[src/rtl/riscv_pkg.sv]
// Shared RISC core definitions: datapath width, the canonical NOP and fetch FSM states.
package riscv_pkg;

   localparam int          XLEN      = 32;
   localparam logic [31:0] NOP_INSTR = 32'h0000_0013;  // addi x0,x0,0

   typedef enum logic {
      FETCH = 1'b0,  // normal sequential fetch
      DROP  = 1'b1   // waiting to swallow one response abandoned by a redirect
   } fetch_state_t;

endpackage

[src/rtl/fetch_out_buf.sv]
// One-entry instruction buffer between fetch and decode. Flush wins over load,
// load wins over a plain transfer, so a same-cycle transfer+refill keeps valid high.
module fetch_out_buf
   import riscv_pkg::*;
(
   input  logic            clk,
   input  logic            rst_n,
   input  logic            flush,
   input  logic            load,
   input  logic [31:0]     load_instr,
   input  logic [XLEN-1:0] load_pc,
   input  logic            out_ready,
   output logic [31:0]     instr,
   output logic [XLEN-1:0] instr_pc,
   output logic            valid
);

   // Buffer contents and valid flag; a flushed slot shows a NOP.
   always_ff @(posedge clk) begin
      if (!rst_n) begin
         valid    <= 1'b0;
         instr    <= NOP_INSTR;
         instr_pc <= '0;
      end else if (flush) begin
         valid    <= 1'b0;
         instr    <= NOP_INSTR;
      end else if (load) begin
         valid    <= 1'b1;
         instr    <= load_instr;
         instr_pc <= load_pc;
      end else if (valid && out_ready) begin
         valid    <= 1'b0;
      end
   end

endmodule

[src/rtl/pc_fetch_unit.sv]
// Fetch stage: owns PCF, talks to instruction memory over req/ready and hands
// words to decode through fetch_out_buf. A redirect that lands while a request
// is still outstanding parks the FSM in DROP so the stale response is eaten.
module pc_fetch_unit
   import riscv_pkg::*;
#(
   parameter logic [XLEN-1:0] RESET_PC = 32'h0000_0000,
   parameter logic [XLEN-1:0] TRAP_VEC = 32'h0000_0100
) (
   input  logic            clk,
   input  logic            rst_n,
   output logic [XLEN-1:0] PCF,
   input  logic [XLEN-1:0] PCPlus4F,
   input  logic            PCSrcE,
   input  logic [XLEN-1:0] PCTargetE,
   output logic            imem_req,
   output logic [XLEN-1:0] imem_addr,
   input  logic            imem_ready,
   input  logic [31:0]     imem_rdata,
   output logic [31:0]     InstrF,
   output logic [XLEN-1:0] InstrPCF,
   output logic            instr_valid,
   input  logic            instr_ready,
   output logic            misalign_f,
   output logic [XLEN-1:0] BadAddrF
);

   fetch_state_t    state_q, state_d;
   logic            pend;
   logic [XLEN-1:0] drop_addr;
   logic            stall;       // request presented but not answered this cycle
   logic            load;
   logic            misaligned;

   assign stall      = imem_req & ~imem_ready;
   assign misaligned = |PCTargetE[1:0];
   // Only a completed FETCH request without a competing redirect reaches decode.
   assign load       = (state_q == FETCH) & imem_req & imem_ready & ~PCSrcE;

   // FSM state register.
   always_ff @(posedge clk) begin
      if (!rst_n) state_q <= FETCH;
      else        state_q <= state_d;
   end

   // FSM next state: enter DROP only when a redirect abandons an unanswered request.
   always_comb begin
      state_d = state_q;
      case (state_q)
         FETCH:   if (PCSrcE && stall) state_d = DROP;
         DROP:    if (imem_ready)      state_d = FETCH;
         default: state_d = FETCH;
      endcase
   end

   // FSM outputs: memory request. A pending request keeps req/addr stable until ready.
   always_comb begin
      imem_req  = 1'b0;
      imem_addr = PCF;
      if (rst_n) begin
         case (state_q)
            FETCH: begin
               imem_req  = pend | ~instr_valid | instr_ready;
               imem_addr = PCF;
            end
            DROP: begin
               imem_req  = 1'b1;
               imem_addr = drop_addr;
            end
            default: ;
         endcase
      end
   end

   // PC, pending flag, abandoned address and misalign reporting.
   always_ff @(posedge clk) begin
      if (!rst_n) begin
         PCF        <= RESET_PC;
         pend       <= 1'b0;
         drop_addr  <= '0;
         misalign_f <= 1'b0;
         BadAddrF   <= '0;
      end else begin
         misalign_f <= 1'b0;
         if (imem_req) pend <= ~imem_ready;
         if (PCSrcE) begin
            PCF <= misaligned ? TRAP_VEC : PCTargetE;
            if (misaligned) begin
               misalign_f <= 1'b1;
               BadAddrF   <= PCTargetE;
            end
            // A redirect while already in DROP keeps the original abandoned address.
            if (state_q == FETCH && stall) drop_addr <= imem_addr;
         end else if (load) begin
            PCF <= PCPlus4F;
         end
      end
   end

   fetch_out_buf u_buf (
      .clk        (clk),
      .rst_n      (rst_n),
      .flush      (PCSrcE),
      .load       (load),
      .load_instr (imem_rdata),
      .load_pc    (PCF),
      .out_ready  (instr_ready),
      .instr      (InstrF),
      .instr_pc   (InstrPCF),
      .valid      (instr_valid)
   );

endmodule

[config.mk]
export PLATFORM = sky130hd
export DESIGN_NAME = pc_fetch_unit
export DESIGN_NICKNAME = d
export VERILOG_FILES = /design/src/rtl/riscv_pkg.sv /design/src/rtl/fetch_out_buf.sv /design/src/rtl/pc_fetch_unit.sv
export SDC_FILE = /design/constraint.sdc
export NUM_CORES = 1
export LEC_CHECK = 0
export ABC_AREA = 1
export BUFFER_PORTS_ARGS = -buffer_cell sky130_fd_sc_hd__buf_4
export CAP_MARGIN = 20
export CORE_MARGIN = 2
export CORE_UTILIZATION = 53
export CTS_CLUSTER_DIAMETER = 40
export DETAILED_ROUTE_END_ITERATION = 6
export PLACE_DENSITY = 0.9
export SETUP_SLACK_MARGIN = 0.05
export SYNTH_ARGS = -nofsm -noshare
export SYNTH_HDL_FRONTEND = slang
export SYNTH_HIERARCHICAL = 1
export SYNTH_SLANG_ARGS = --single-unit
[constraint.sdc]
create_clock -name clk -period 4.7 [get_ports clk]
set_input_delay 1.41 -clock clk [delete_from_list [all_inputs] [get_ports clk]]
set_output_delay 1.41 -clock clk [all_outputs]
set_load 0.02 [all_outputs]
==> run metrics, run 1 <==
status complete, no violations; HPWL after DPL roughly 15,000 microns; max-slew violations 0; Die Span X 120 microns; drt wl/cell 14.6 microns; min Tclk post-route 4.11 ns; Initial Util 54.2%; peak supply drop ~0.2 mV; Reg power frac between 40% and 50%; CTS tree built; Final period util 87.4%; Worst EP arrival 2.70 ns; final net count 1,353; Syn Nets 1,131; worst min path class flop to flop; Worst setup EP type primary output; FILL cells 1,039; setup TNS 0 ns; Post-Syn Area between 0.007 and 0.008 sq mm; hold buffers post-CTS 0; Slew HR 45.0%; Max Fclk 243 MHz; deepest clock path buffer count 2; vias in the first global route 6,746; worst-path maximum fanout 46; crit start category primary input; Slew @ Worst Pin approximately 0.82 ns; Slowest-stage cell, CP nand2_2; average cell area after synthesis between 6 and 7 sq um; fin util between 70% and 80%; Root Driver clkbuf_16; Seq/Total Area, Yosys around 46%; Vias 7,273; Skew-Pair Late Insertion Delay 0.42 ns; first-pass GRT wire length 33,200 microns; worst setup path class primary input to primary output; Seq cells post-synth 164; CTS buffer count 17; post_cts resized 0; multi-input logic area around 0.0030 sq mm; # rows 42; CP max stage delay 0.31 ns; RSZ-0062 raised after global routing false; Mapped Cells between 1,000 and 1,500; GPL Wtd Cong 0.909; DRT iter0 DRCs 637; synth unique cells 22; warnings from Yosys 6; Layout area overhead 35.3%; first-pass detailed-route iteration total 7; drt drc 0; Comb pwr share 15.9%; sw frac 25.8%; crit-path cells buf_4, nand2_2, buf_12, o21ai_1, buf_4; CP required 3.29 ns; register clock-pin slew on the reported worst setup and hold paths 0.06 ns; switching power roughly 0.0009 W; Die Y 120 microns; internal power 0.00266 W; Routed WL approximately 21,000 microns; ANT nets after route 0; Congestion Overflow GR 0; Sequential cell area 0.00328 sq mm; full die area roughly 0.014 sq mm; Clock H-tree levels 4; Ports 264; Clock Skew 0.0124 ns; core area 0.0132 sq mm; Via density 5.05; Max-cap violations 0; largest net degree at the start of global routing 72; PortBufs 263; initial antenna violation count 0; clock network power share 41.9%; fraction of layout cells with a size suffix above 1 24.5%; GR Util All Layers a little under 30%; crit-path most repeated cell buf_4; pwr dens 370 mW/mm^2; Fin. Hold Viols 0; CTS Sinks 164; # diodes 0; Leak between 4 and 5 nW; final setup vio count 0; Post CTS Setup Buffer Count 0
-- final timing paths --
kind,startpoint,endpoint,slack (ns),depth (start not counted)
max,rst_n,imem_addr[0],0.59,5
max reg2reg,state_q,u_buf/instr_pc[13],2.38,9
min reg2reg,BadAddrF[1],BadAddrF[1],0.46,2
min,BadAddrF[1],BadAddrF[1],0.46,2
-- metrics by stage --
| stage | instances | instance area (sq um) | hold WS [ns] | setup WS, ns | total power [W] |
|---|---|---|---|---|---|
| 3_5_place_dp | 1409 | 9070 | 0.453 | 0.631 | 0.00211 |
| 3_3_place_gp | 1409 | 9070 | 0.449 | 0.689 | 0.00210 |
| 2_1_floorplan | 1030 | 7180 | 0.488 | 0.995 | 0.00186 |
| 5_1_grt | 1440 | 9710 | 0.482 | 0.475 | 0.00373 |
| 6_report | 1440 | 9710 | 0.462 | 0.592 | 0.00359 |
| 4_1_cts | 1440 | 9710 | 0.463 | 0.618 | 0.00360 |
-- power by group through the flow --
stage | combinational, W | sequential [W] | clock (W)
detailed placement | 0.000564 | 0.00154 | 0
finish | 0.000570 | 0.00151 | 0.00151
floorplan | 0.000278 | 0.00158 | 0
CTS | 0.000569 | 0.00151 | 0.00152
global route | 0.000625 | 0.00152 | 0.00158
global placement | 0.000556 | 0.00154 | 0
-- registers in the layout, summed over array words and instances, names as in the netlist --
name	count
BadAddrF	32
PCF	32
drop_addr	32
misalign_f	1
pend	1
state_q	1
u_buf/instr	32
u_buf/instr_pc	32
u_buf/valid	1
-- cells in the mapped netlist, drive strengths merged --
cell type,n,share of area (%)
or2,1,0.087
nand3,68,4.8
nand2,235,12
o22ai,1,0.087
o21ai,92,6.5
nor2,166,8.8
clkbuf,26,1.4
dfxtp,164,46
o21bai,32,3.3
nand3b,29,3.0
a21oi,34,2.4
nand4,1,0.087
inv,138,7.2
buf,43,4.3
-- metal layers --
layer  track usage [%]  part of all wire (%)  wire length [microns]
met5                 0                     0                      0
met4              13.7                   3.8                    795
met2              47.7                    47                   9860
met1              35.3                    41                   8640
met3              7.36                   8.5                   1790
-- cell usage in the layout, fill, tap and decap left out, drive strengths merged --
cell type  count
a21oi         34
buf          272
bufinv         5
clkbuf        23
clkinv         1
clkinvlp       2
dfxtp        164
inv          138
nand2        235
nand3         68
nand3b        29
nand4          1
nor2         166
o21ai         92
o21bai        32
o22ai          1
or2            1
-- critical path: cells and delay by family --
| family | cells | cell delay (ns) |
|---|---|---|
| buf+inv | 3 | 0.74 |
| simple gates | 1 | 0.31 |
| compound gates | 1 | 0.22 |
-- kinds of logic (layout without fill, tap and decap cells) --
group                  count (synthesis)  count (layout)  share of synthesized area [%]
flip-flops                           164             164                           45.7
AO/OA/AOI/OAI                        159             159                           12.3
AND/OR/NAND/NOR                      500             500                           29.1
buffers and inverters                207             441                           12.9
-- final cells by class --
type | count | area share (%)
clock buffer | 23 | 4.82
clock inverter | 8 | 1.79
inverter | 138 | 5.33
multi-input combinational | 659 | 30.7
sequential | 164 | 33.8
tap | 176 | 2.27
timing repair buffer | 272 | 21.3
Note: power is estimated with default switching activity, not from simulation.
==> run 2, diff against run 1 <==
Settings changed: CELL_PAD_IN_SITES_DETAIL_PLACEMENT set to 1, CELL_PAD_IN_SITES_GLOBAL_PLACEMENT set to 2, CORE_UTILIZATION 53 to 28.
==> run 2 against run 1 <==
Total power decreased by 4.1%. Utilization is 34 points lower. Cell area rose by 1.1%. Sequential power is essentially flat. Sequential cell count unchanged. Clock power decreased by 11%. Wire length increased by 22%. Sequential share of layout area fell by 0.38 points. First-iteration DRC count fell by 40%. Non-clock buffer count grew 2. Clock-buffer cell count fell by 5. Clock skew shrank 0.00066 ns. Critical path type unchanged. Critical endpoint is now imem_addr[28]. Largest power group unchanged.
==> run metrics, run 2 (synthesized netlist as in run 1, its figures left out) <==
worst setup path class primary input to primary output; Vias 7,159; Reg power frac 44.0%; Non-Filler Instances 1,597; Clock H-tree levels 4; Routed WL 25,700 microns; Final period util between 80 and 90%; drt wl/cell 16.1 microns; RSZ-0062 raised after global routing false; final net count around 1,400; GR Util All Layers 18.7%; worst min path class flop to flop; internal power 0.00239 W; DRT iter0 DRCs ~380; max-slew violations 0; switching power 0.00105 W; fraction of layout cells with a size suffix above 1 between 20 and 25%; Comb pwr share 16.9%; CTS buffer count 17; Max-cap violations 0; ANT nets after route 0; Clock Skew around 0.012 ns; min-delay src u_buf/instr[28]; Slew HR 41.0%; largest net degree at the start of global routing 66; CTS tree built; clock network power share 39.1%; first-pass GRT wire length between 30,000 and 40,000 microns; Max Fclk 254 MHz; Die Y between 150 and 200 microns; vias in the first global route 7,065; Initial Util between 20 and 30%; crit path from rst_n; hold buffers post-CTS 0; dpl cells 1,565; GPL Wtd Cong approximately 0.74; first-pass detailed-route iteration total 4; # diodes 0; Layout area overhead 36.8%; final setup vio count 0; full die area 0.0269 sq mm; CTS Sinks 164; HPWL after DPL 18,200 microns; dpl ws 0.745 ns; Post CTS Setup Buffer Count 0; CP required 3.29 ns; Die Span X approximately 160 microns; deepest clock path buffer count 2; Leak 4.63 nW; peak supply drop 0.209 mV; # rows a little under 60; Slew @ Worst Pin 0.883 ns; Via density ~4.5; most common cell after layout, fill and taps aside buf_4; worst r2r src state_q; min Tclk post-route 3.94 ns; Power, Total 0.00344 W; Root Driver clkbuf_16; post_cts resized 0; sw frac 30.6%; core area 0.0252 sq mm; worst-path maximum fanout 37; crit start category primary input; Skew-Pair Late Insertion Delay 0.43 ns; drt drc 0; Ports 264; setup TNS 0 ns; register clock-pin slew on the reported worst setup and hold paths 0.08 ns; PortBufs 263; status complete, no violations; commonest cells after routing, fill and taps aside 273 x buf_4, 233 x nand2_1, 164 x dfxtp_1, 164 x nor2_1, 134 x inv_1; Worst setup EP type primary output; Congestion Overflow GR 0; FILL cells 3,170; min setup slack post-route 0.757 ns; Worst EP arrival ~2.5 ns; initial antenna violation count 0; pwr dens 350 mW/mm^2; Fin. Hold Viols 0
-- run 2: stage by stage --
stage | hold WS, ns | instance area [sq um] | util [%]
after floorplan | 0.488 | 7180 | -
after global placement | 0.450 | 9250 | 36.7
after detailed placement | 0.455 | 9270 | 36.8
after CTS | 0.465 | 9820 | 39.0
after global routing | 0.483 | 9820 | 39.0
final | 0.462 | 9820 | 39.0
-- run 2: final timing paths --
kind	depth (start not counted)	to	slack [ns]
worst min register to register	2	u_buf/instr[28]	0.46
worst min-delay path	2	u_buf/instr[28]	0.46
worst max-delay path	5	imem_addr[28]	0.76
worst max register to register	8	u_buf/instr_pc[12]	2.54
-- run 2: worst max-delay path: stages --
cell and delay (ns):
buf_4 0.24, nand2_2 0.08, buf_4 0.27, o21ai_0 0.32, buf_4 0.21
-- run 2: routing by layer --
metal / part of all wire [%] / up-vias / global-route usage (%)
met2: 46 / 173 / 30.4
li1: - / 3634 / -
met4: 1.2 / 0 / 4.78
met5: 0 / - / 0
met1: 47 / 3330 / 25.1
met3: 5.5 / 22 / 4.17
-- run 2: final cells by class --
cell class / instances / area (sq um) / share of cell area [%]
Sequential cell: 164 / 3280 / 33.4
Inverter: 138 / 518 / 5.27
Multi-Input combinational cell: 659 / 2980 / 30.4
Timing Repair Buffer: 274 / 2080 / 21.1
Clock buffer: 18 / 429 / 4.37
Tap cell: 330 / 413 / 4.20
Clock inverter: 14 / 120 / 1.22
-- run 2: power groups by stage --
stage                     clock (W)  sequential (W)  combinational [W]
after floorplan                   0         0.00158           0.000278
after global placement            0         0.00155           0.000574
after detailed placement          0         0.00155           0.000586
after CTS                   0.00139         0.00152           0.000589
after global routing        0.00145         0.00152           0.000642
final                       0.00134         0.00152           0.000581
==> run 3, diff against run 2 <==
Settings changed: CORE_UTILIZATION 28 to 23, PLACE_DENSITY 0.9 to 0.8.
Clock period 4.7 ns to 3.55 ns, I/O delays scaled along.
==> run 3 against run 2 <==
Sequential share of layout area shrank 0.44 points. First-iteration DRC count decreased by 7.8%. Global-route usage decreased by 2.5 points. Utilization fell by 6.6 points. Die area up 21%. Hold slack gained 0.0018 ns. Combinational power increased by 33%. Non-clock buffer count up 4. Clock power up 34%. Sequential cell count unchanged. Clock skew up 0.0020 ns. Clock-buffer cell count up 2.
==> run metrics, run 3 (synthesized netlist as in run 1, its figures left out) <==
crit start category primary input; Layout area overhead 38.6%; Congestion Overflow GR 0; min-delay src u_buf/instr[2]; largest net degree at the start of global routing 65; GR Util All Layers 16.2%; PortBufs 263; Clock H-tree levels 4; commonest cells after routing, fill and taps aside 276 x buf_4, 233 x nand2_1, 164 x dfxtp_1, 164 x nor2_1, 134 x inv_1; hold buffers post-CTS 0; vias in the first global route around 7,100; Leak 4.66 nW; Slew HR 50.0%; worst setup path class primary input to primary output; drt wl/cell 16.1 microns; Die Y 181 microns; CTS tree built; core area 0.0307 sq mm; dpl cells 1,635; Worst setup EP type primary output; worst min path class flop to flop; Ports approximately 260; CTS Sinks 164; final net count 1,359; worst-path maximum fanout 28; peak supply drop 0.286 mV; multi-input logic area 0.00298 sq mm; # rows between 60 and 70; Routed WL 26,900 microns; Hold Worst Slack approximately 0.46 ns; Final period util 88.6%; drt drc 0; Die Span X 181 microns; fraction of layout cells with a size suffix above 1 25.3%; register clock-pin slew on the reported worst setup and hold paths 0.07 ns; worst r2r src state_q; full die area 0.0326 sq mm; crit path from rst_n; first-pass detailed-route iteration total 4; most common cell after layout, fill and taps aside buf_4; Sequential cell area 0.00328 sq mm; # diodes 0; DRT iter0 DRCs 354; pwr dens 460 mW/mm^2; final setup vio count 0; Clock Skew about 0.014 ns; Root Driver clkbuf_16; Via density 4.28; Fin. Hold Viols 0; setup TNS 0 ns; Skew-Pair Late Insertion Delay between 0.4 and 0.5 ns; Max Fclk 318 MHz; Worst EP arrival 2.08 ns; Max-cap violations 0; deepest clock path buffer count 2; CP required 2.48 ns; first-pass GRT wire length 41,300 microns; max-slew violations 0; hold path depth 2; HPWL after DPL 19,500 microns; RSZ-0062 raised after global routing false; post_cts resized 0; status complete, no violations; GPL Wtd Cong approximately 0.76; Vias 7,143; ANT nets after route 0; Post CTS Setup Buffer Count 0; min Tclk post-route 3.14 ns; Non-Filler Instances about 1,700; CTS buffer count 17; FILL cells 3,820; Slew @ Worst Pin 0.750 ns; Reg2Reg Depth 9; Initial Util 23.4%; initial antenna violation count 0
run 3: cell types whose count changed in the layout (fill, tap and decap cells not counted):
cell,change
clkbuf_8,+3
clkinvlp_4,-2
clkinv_2,+1
buf_12,+2
buf_16,-1
clkbuf_1,-1
inv_8,-2
inv_6,+1
buf_4,+3
run 3: report_power, final:
group	internal [W]	switching, W	total [W]	leakage [nW]
registers	0.00193	0.0000817	0.00201	1.34
clock network	0.000966	0.000827	0.00179	0.272
logic	0.000317	0.000457	0.000774	3.05
run 3: final cells by class:
cell class | instances | area share [%]
multi-input combinational | 659 | 30.0
sequential | 164 | 33.0
tap | 396 | 4.98
clock buffer | 20 | 4.69
clock inverter | 12 | 0.968
timing repair buffer | 278 | 21.2
inverter | 138 | 5.20
run 3: critical path, cell delays in order:
cell	delay, ns
buf_4	0.13
nand2_2	0.27
buf_12	0.22
nand2_1	0.08
o21ai_1	0.12
buf_4	0.19
run 3: layer usage:
| layer | track usage [%] | up-vias | share of wire, % |
|---|---|---|---|
| met5 | 0 | - | 0 |
| met4 | 4.74 | 0 | 1.7 |
| met3 | 4.12 | 21 | 5.6 |
| met2 | 26.1 | 177 | 46 |
| met1 | 21.4 | 3311 | 47 |
| li1 | - | 3634 | - |
run 3: final timing paths:
path                        end  slack [ns]
max               imem_addr[25]        0.41
min              u_buf/instr[2]        0.46
max reg2reg  u_buf/instr_pc[12]        1.51
min reg2reg      u_buf/instr[2]        0.46
run 3: metrics by stage:
| step | power [W] | util (%) | setup slack, ns | area, sq um |
|---|---|---|---|---|
| after global routing | 0.00481 | 32.5 | 0.290 | 9950 |
| after floorplan | 0.00247 | - | 0.535 | 7180 |
| after detailed placement | 0.00284 | 30.6 | 0.384 | 9390 |
| final | 0.00458 | 32.5 | 0.405 | 9950 |
| after global placement | 0.00283 | 30.6 | 0.436 | 9390 |
| after CTS | 0.00466 | 32.5 | 0.377 | 9950 |
